**src/rtl/loader_pkg.sv**
```systemverilog
// Shared types for the instruction-memory boot loader: FSM states and error codes.
package loader_pkg;

  typedef enum logic [2:0] {
    IDLE,
    LEN_LO,
    LEN_HI,
    DATA,
    WRITE,
    CSUM,
    DONE,
    ERR
  } state_e;

  localparam logic [1:0] ERR_NONE    = 2'd0;
  localparam logic [1:0] ERR_LEN     = 2'd1;
  localparam logic [1:0] ERR_CSUM    = 2'd2;
  localparam logic [1:0] ERR_TIMEOUT = 2'd3;

endpackage

```
**src/rtl/imem_boot_loader_if.sv**
```systemverilog
// Byte-stream input and instruction-memory write port of the boot loader.
interface imem_boot_loader_if;

  logic [7:0]  rx_data;
  logic        rx_valid;
  logic        rx_ready;
  logic [31:0] inst_mem_write_addr;
  logic [31:0] inst_mem_write_data;
  logic        inst_mem_wren;

  // master: the byte source / harness side that also observes the write port
  modport master (
    output rx_data, rx_valid,
    input  rx_ready, inst_mem_write_addr, inst_mem_write_data, inst_mem_wren
  );

  modport slave (
    input  rx_data, rx_valid,
    output rx_ready, inst_mem_write_addr, inst_mem_write_data, inst_mem_wren
  );

endinterface

```
**src/rtl/imem_word_packer.sv**
```systemverilog
// Little-endian byte-to-word assembler with running XOR of every accepted byte.
module imem_word_packer (
  input  logic        clk,
  input  logic        rst,
  input  logic        i_clear,
  input  logic        i_accept,
  input  logic [7:0]  i_byte,
  output logic [31:0] o_word,
  output logic [1:0]  o_idx,
  output logic [7:0]  o_xor
);

  logic [31:0] r_word;
  logic [1:0]  r_idx;
  logic [7:0]  r_xor;

  // Bytes enter at the top and shift down, so after four the first byte sits in [7:0].
  always_ff @(posedge clk) begin
    if (rst || i_clear) begin
      r_word <= '0;
      r_idx  <= '0;
      r_xor  <= '0;
    end else if (i_accept) begin
      r_word <= {i_byte, r_word[31:8]};
      r_idx  <= r_idx + 2'd1;
      r_xor  <= r_xor ^ i_byte;
    end
  end

  assign o_word = r_word;
  assign o_idx  = r_idx;
  assign o_xor  = r_xor;

endmodule

```
**src/rtl/imem_boot_loader.sv**
```systemverilog
// Loads a length-prefixed, XOR-checksummed image into instruction memory and
// holds the core in reset until the image is verified.
module imem_boot_loader
  import loader_pkg::*;
#(
  parameter int unsigned MAX_WORDS      = 1024,
  parameter int unsigned TIMEOUT_CYCLES = 65535,
  parameter int unsigned CNT_W          = 16
) (
  input  logic                 clk,
  input  logic                 rst,
  input  logic                 load_start,
  imem_boot_loader_if.slave    bus,
  output logic                 core_hold,
  output logic                 load_busy,
  output logic                 load_done,
  output logic                 load_err,
  output logic [1:0]           err_code,
  output logic [CNT_W-1:0]     words_loaded
);

  localparam int unsigned TW = $clog2(TIMEOUT_CYCLES + 1);
  localparam logic [TW-1:0] TMO_LAST = TW'(TIMEOUT_CYCLES - 1);

  state_e           r_state, w_state_next;
  logic [TW-1:0]    r_tmo;
  logic [CNT_W-1:0] r_len;
  logic [CNT_W-1:0] r_words;
  logic [1:0]       r_err, w_err_next;
  logic [31:0]      r_addr, r_data;

  logic             w_waiting, w_accept, w_start, w_wren;
  logic [CNT_W-1:0] w_len_full;
  logic [31:0]      w_word, w_cur_addr;
  logic [1:0]       w_idx;
  logic [7:0]       w_xor;

  imem_word_packer u_packer (
    .clk      (clk),
    .rst      (rst),
    .i_clear  (w_start),
    .i_accept (w_accept && (r_state == DATA)),
    .i_byte   (bus.rx_data),
    .o_word   (w_word),
    .o_idx    (w_idx),
    .o_xor    (w_xor)
  );

  assign w_waiting  = (r_state == LEN_LO) || (r_state == LEN_HI) ||
                      (r_state == DATA)   || (r_state == CSUM);
  assign w_accept   = w_waiting && bus.rx_valid;
  assign w_len_full = CNT_W'({bus.rx_data, r_len[7:0]});
  assign w_cur_addr = 32'({r_words, 2'b00});

  always_comb begin
    w_state_next = r_state;
    w_err_next   = r_err;
    w_start      = 1'b0;
    w_wren       = 1'b0;
    case (r_state)
      IDLE, DONE, ERR: begin
        if (load_start) begin
          w_state_next = LEN_LO;
          w_err_next   = ERR_NONE;
          w_start      = 1'b1;
        end
      end
      LEN_LO: if (w_accept) w_state_next = LEN_HI;
      LEN_HI: begin
        if (w_accept) begin
          if ((w_len_full == '0) || (w_len_full > CNT_W'(MAX_WORDS))) begin
            w_state_next = ERR;
            w_err_next   = ERR_LEN;
          end else begin
            w_state_next = DATA;
          end
        end
      end
      DATA: if (w_accept && (w_idx == 2'd3)) w_state_next = WRITE;
      WRITE: begin
        w_wren       = 1'b1;
        w_state_next = ((r_words + CNT_W'(1)) == r_len) ? CSUM : DATA;
      end
      CSUM: begin
        if (w_accept) begin
          if (bus.rx_data == w_xor) begin
            w_state_next = DONE;
          end else begin
            w_state_next = ERR;
            w_err_next   = ERR_CSUM;
          end
        end
      end
      default: w_state_next = IDLE;
    endcase
    // The timeout lands on the same edge as the last idle cycle, so rx_ready is already low in ERR.
    if (w_waiting && !w_accept && (r_tmo == TMO_LAST)) begin
      w_state_next = ERR;
      w_err_next   = ERR_TIMEOUT;
    end
  end

  always_ff @(posedge clk) begin
    if (rst) begin
      r_state <= IDLE;
      r_tmo   <= '0;
      r_len   <= '0;
      r_words <= '0;
      r_err   <= ERR_NONE;
      r_addr  <= '0;
      r_data  <= '0;
    end else begin
      r_state <= w_state_next;
      r_err   <= w_err_next;
      if (w_start || w_accept || (w_state_next != r_state)) begin
        r_tmo <= '0;
      end else if (w_waiting) begin
        r_tmo <= r_tmo + TW'(1);
      end
      if (w_accept && (r_state == LEN_LO)) r_len[7:0] <= bus.rx_data;
      if (w_accept && (r_state == LEN_HI)) r_len <= w_len_full;
      if (w_start) begin
        r_words <= '0;
      end else if (r_state == WRITE) begin
        r_words <= r_words + CNT_W'(1);
        r_addr  <= w_cur_addr;
        r_data  <= w_word;
      end
    end
  end

  assign bus.rx_ready            = w_waiting;
  assign bus.inst_mem_wren       = w_wren;
  assign bus.inst_mem_write_addr = (r_state == WRITE) ? w_cur_addr : r_addr;
  assign bus.inst_mem_write_data = (r_state == WRITE) ? w_word : r_data;

  assign core_hold    = (r_state != IDLE) && (r_state != DONE);
  assign load_busy    = (r_state != IDLE) && (r_state != DONE) && (r_state != ERR);
  assign load_done    = (r_state == DONE);
  assign load_err     = (r_state == ERR);
  assign err_code     = r_err;
  assign words_loaded = r_words;

endmodule

```
**src/flat_wrapper.sv**
```systemverilog
// flat-port wrapper written by rule: the top's interface ports become plain ports
module imem_boot_loader_flat import loader_pkg::*;
#(
  parameter int unsigned MAX_WORDS      = 1024,
  parameter int unsigned TIMEOUT_CYCLES = 65535,
  parameter int unsigned CNT_W          = 16
)
  (clk, rst, load_start, core_hold, load_busy, load_done, load_err, err_code, words_loaded, bus_rx_data, bus_rx_valid, bus_rx_ready, bus_inst_mem_write_addr, bus_inst_mem_write_data, bus_inst_mem_wren);
  imem_boot_loader_if bus_i ();
  input  logic clk;
  input  logic rst;
  input  logic load_start;
  output logic core_hold;
  output logic load_busy;
  output logic load_done;
  output logic load_err;
  output logic [1:0] err_code;
  output logic [CNT_W-1:0] words_loaded;
  input wire logic [$bits(bus_i.rx_data)-1:0] bus_rx_data;
  input wire logic [$bits(bus_i.rx_valid)-1:0] bus_rx_valid;
  output wire logic [$bits(bus_i.rx_ready)-1:0] bus_rx_ready;
  output wire logic [$bits(bus_i.inst_mem_write_addr)-1:0] bus_inst_mem_write_addr;
  output wire logic [$bits(bus_i.inst_mem_write_data)-1:0] bus_inst_mem_write_data;
  output wire logic [$bits(bus_i.inst_mem_wren)-1:0] bus_inst_mem_wren;
  assign bus_i.rx_data = bus_rx_data;
  assign bus_i.rx_valid = bus_rx_valid;
  assign bus_rx_ready = bus_i.rx_ready;
  assign bus_inst_mem_write_addr = bus_i.inst_mem_write_addr;
  assign bus_inst_mem_write_data = bus_i.inst_mem_write_data;
  assign bus_inst_mem_wren = bus_i.inst_mem_wren;
  imem_boot_loader #(.MAX_WORDS(MAX_WORDS), .TIMEOUT_CYCLES(TIMEOUT_CYCLES), .CNT_W(CNT_W)) u_core (.clk(clk), .rst(rst), .load_start(load_start), .bus(bus_i), .core_hold(core_hold), .load_busy(load_busy), .load_done(load_done), .load_err(load_err), .err_code(err_code), .words_loaded(words_loaded));
endmodule
```
**config.mk**
```make
export PLATFORM = sky130hd
export DESIGN_NAME = imem_boot_loader_flat
export DESIGN_NICKNAME = d
export VERILOG_FILES = /design/src/rtl/loader_pkg.sv /design/src/rtl/imem_boot_loader_if.sv /design/src/rtl/imem_word_packer.sv /design/src/rtl/imem_boot_loader.sv /design/src/flat_wrapper.sv
export SDC_FILE = /design/constraint.sdc
export NUM_CORES = 1
export LEC_CHECK = 0
export ABC_AREA = 1
export BUFFER_PORTS_ARGS = -buffer_cell sky130_fd_sc_hd__buf_2
export CAP_MARGIN = 20
export CORE_MARGIN = 2
export CORE_UTILIZATION = 57
export DETAILED_ROUTE_END_ITERATION = 8
export PLACE_DENSITY = 0.79
export SLEW_MARGIN = 20
export SYNTH_ARGS = -nofsm -noshare
export SYNTH_HDL_FRONTEND = slang
export SYNTH_SLANG_ARGS = --single-unit
```
**constraint.sdc**
```tcl
create_clock -name clk -period 2.3 [get_ports clk]
set_input_delay 0.115 -clock clk [delete_from_list [all_inputs] [get_ports clk]]
set_output_delay 0.115 -clock clk [all_outputs]
set_load 0.1 [all_outputs]
```
==> impl_metrics.env <==
export IMPL_status="completed"
export IMPL_synth_cell_area_um2=7160
export IMPL_period_share_pct=99.7
export IMPL_numCtsBuffers=17
export IMPL_syn_to_final_growth_pct=33.3
export IMPL_avgSynthCellArea_um2=7.17
export IMPL_drive_gt1_share_pct=26.6
export IMPL_first_global_vias=6204
export IMPL_core_area_um2=12200
export IMPL_fin_skew_ns=0.00629
export IMPL_die_area_um2=13500
export IMPL_drt_iter0_drc=528
export IMPL_power_frac_seq_pct=30.6
export IMPL_cp_common_cell="nand2_1"
export IMPL_htreeDepth=4
export IMPL_ir_drop_mv=1.09
export IMPL_hpwl_um=11300
export IMPL_drt_met1_wl_um=8020
export IMPL_crit_path_max_fanout=8
export IMPL_synth_xor_area_share_pct=2.94
export IMPL_ys_seq_elements=159
export IMPL_top_level_ports=100
export IMPL_wire_per_inst_um=14.3
export IMPL_synth_nets=1014
export IMPL_critPathMaxStageDelay_ns=0.40
export IMPL_crit_required_ns=2.67
export IMPL_finalInstanceArea_um2=9550
export IMPL_slew_violations=0
export IMPL_p_leak_uw=0.00436
export IMPL_die_x_um=116
export IMPL_overflow=0
export IMPL_drc=0
export IMPL_fmax_mhz=436
export IMPL_netSwitchingPower_uw=4330
export IMPL_synth_distinct_cells=35
export IMPL_internal_power_uw=5840
export IMPL_clockBufferDepth=2
export IMPL_grt_max_degree=65
export IMPL_nNetsFinal=1112
export IMPL_layout_min_cycle_time_ns=2.29
export IMPL_crit_arrival_ns=2.66
export IMPL_slowest_stage="dfxtp_4"
export IMPL_start_util_pct=58.9
export IMPL_clk_latency_ns=0.43
export IMPL_viasPerCell=5.31
export IMPL_finalHoldViolCount=0
export IMPL_synthMuxAreaShare_pct=0
export IMPL_rsz0062_at_grt="yes"
export IMPL_criticalPathCategory="reg -> reg"
export IMPL_synthAdderAreaFrac_pct=0.699
export IMPL_whs_path_depth=3
export IMPL_ys_warn_count=0
export IMPL_switching_share_pct=42.6
export IMPL_clkPwrFrac_pct=27.2
export IMPL_nFillCells=848
export IMPL_route_met3_wl_um=1220
export IMPL_dpl_cell_area_um2=8640
export IMPL_synth_top_family_by_area="simple AND/OR/NAND/NOR gates"
export IMPL_wl_met2_um=8690
export IMPL_cp_end_kind="flop"
export IMPL_rows=40
export IMPL_synth_simple_area_share_pct=30.4
export IMPL_min_path_type="in -> reg"
export IMPL_synth_compound_area_share_pct=11.9
export IMPL_synth_cells=998
export IMPL_via_count=6782
export IMPL_cts_root_buffer="clkbuf_16"
export IMPL_reg2reg_depth=14
export IMPL_relSlewSlack_pct=54.0
export IMPL_synth_seq_area_share_pct=44.5
export IMPL_antenna_found_initial=0
export IMPL_cts_tree="yes"
export IMPL_p_total_uw=10200
export IMPL_fp_dieH_um=116
export IMPL_crit_chain="nand3_1, nor2_1, nand3_1, nand2_1, nand2_1, nand2_1, nand2_1, nand2_1, nor2_2, nand3_1, nand3_1, a21oi_4, nand2_8, nor2_2"
export IMPL_wl_um=18300
export IMPL_cp_start_kind="flop"
export IMPL_path_clk_slew_ns=0.06
export IMPL_power_density_nw_per_um2=1060
export IMPL_max_slew_worst_pin_slew_ns=0.690
export IMPL_top_layer_used="met4"
export IMPL_grt_pass1_wl_um=28500
export IMPL_ant_nets=0
export IMPL_power_frac_comb_pct=42.2
export IMPL_n_antenna_cell=0
export IMPL_setup_viol=0
export IMPL_grt_util_all_layers_pct=26.7
export IMPL_port_buffers=99
export IMPL_cts_sinks=159
export IMPL_drt_pass1_iter_count=5
export IMPL_place_congestion=0.899
export IMPL_maxCapViolCount=0
-- layout make-up --
class | count | area [um2] | share of cell area [%]
clock buffers | 22 | 484 | 5.07
flip-flops and latches | 159 | 3220 | 33.7
inverters | 131 | 500 | 5.24
multi-input cells | 663 | 3490 | 36.5
repair buffers | 124 | 1550 | 16.2
clock inverters | 10 | 100 | 1.05
well taps | 168 | 210 | 2.20
-- power by group through the flow --
stage | logic, uW | registers, uW | clock network [uW]
global route | 4530 | 3130 | 2910
detailed placement | 4030 | 3160 | 0
global placement | 4000 | 3150 | 0
floorplan | 2720 | 3310 | 0
finish | 4290 | 3120 | 2760
CTS | 4120 | 3100 | 2780
-- cell usage after synthesis --
cell type  instances  share of area (%)
o211ai_1           1               0.10
nand2_1          147                7.7
a21oi_4            1               0.23
o31ai_1            2               0.21
nor2_1           133                7.0
nor3_1            20                1.4
or4_1              1               0.10
a21oi_1           72                5.0
dfxtp_1          159                 44
o21ai_0           83                5.8
nand3b_1           5               0.52
buf_1              3               0.16
clkinv_1           1              0.052
a31oi_1            4               0.35
nand2_2            6               0.52
buf_4              1               0.10
clkbuf_1          40                2.1
inv_2              1              0.052
xor2_1             7               0.86
xnor2_1           17                2.1
nand3_2            2               0.28
nand4_1           11               0.96
o21bai_1           2               0.21
nand2_4            2               0.31
nor4_1             2               0.17
nor2_2            11               0.96
buf_2              1              0.070
nand3_1           72                5.0
and3_1             1              0.087
inv_1            129                6.8
nor3_2             1               0.14
or2_2             49                4.3
buf_12             1               0.28
ha_1               4               0.70
nor2_4             6               0.94
-- critical path: cells and delay by family, from the launching register on --
kind	cells	cell delay, ns
flops	1	0.40
simple gates	13	1.51
compound gates	1	0.31
-- sequential cells by signal, indices dropped and copies added, names as in the netlist, 3 cells and up --
name / cells
u_core.r_addr: 32
u_core.r_data: 32
u_core.r_len: 16
u_core.r_state: 3
u_core.r_tmo: 16
u_core.u_packer.o_word: 32
u_core.u_packer.o_xor: 8
u_core.words_loaded: 16
-- timing repair --
item,4_1_cts,5_1_grt
cloned,1,3
setup endpoints to repair,62,87
resized for setup,23,60
buffers inserted,1,4
hold buffers,2,0
pin swaps,1,7
endpoints found under the hold margin,2,0
-- stage by stage --
stage / utilization (%) / setup TNS, ns / std cells / hold slack (ns) / worst slack [ns]
finish: 78.5 / 0 / 1277 / 0.0142 / 0.00739
global route: 78.5 / -3.00 / 1277 / 0.00494 / -0.156
CTS: 76.7 / 0 / 1270 / 0.00217 / 0.000794
detailed placement: 71.0 / -0.0772 / 1234 / 0.436 / -0.0178
global placement: 71.0 / 0 / 1234 / 0.423 / 0.0706
floorplan: - / -4.33 / 998 / 0.282 / -0.205
-- routing by layer --
| layer | up-vias | track usage (%) |
|---|---|---|
| met3 | 30 | 5.65 |
| met5 | - | 0 |
| li1 | 3371 | - |
| met2 | 248 | 43.7 |
| met4 | 0 | 9.84 |
| met1 | 3133 | 34.9 |
-- final timing paths --
path	from	endpoint	slack (ns)
worst min register to register	u_core.r_addr[31]$_SDFFE_PP0N_	u_core.r_addr[31]$_SDFFE_PP0N_	0.44
worst min-delay path	bus_rx_data[6]	u_core.u_packer.o_word[30]$_SDFFE_PP0P_	0.01
worst max register to register	u_core.words_loaded[2]$_SDFFE_PP0P_	u_core.r_tmo[12]$_SDFFE_PP0N_	0.007
worst max-delay path	u_core.words_loaded[2]$_SDFFE_PP0P_	u_core.r_tmo[12]$_SDFFE_PP0N_	0.007
-- logic make-up after synthesis --
group                      Yosys count
and+or+nand+nor                    469
buffers and inverters              177
AOI/OAI and AO/OA                  165
DFF                                159
xor gates and xnor gates            24
adders and majority gates            4
-- layout by cell type (no fill, tap or decap), types with 19 or more instances in the layout --
cell,count
nor2_2,27
nor3_1,20
buf_2,45
buf_12,53
or2_2,49
buf_4,21
dfxtp_1,141
nand3_1,67
clkbuf_16,19
nand2_1,140
a21oi_1,72
inv_1,126
o21ai_1,20
o21ai_0,57
nor2_1,112
Power figures use the tool's default switching activity.
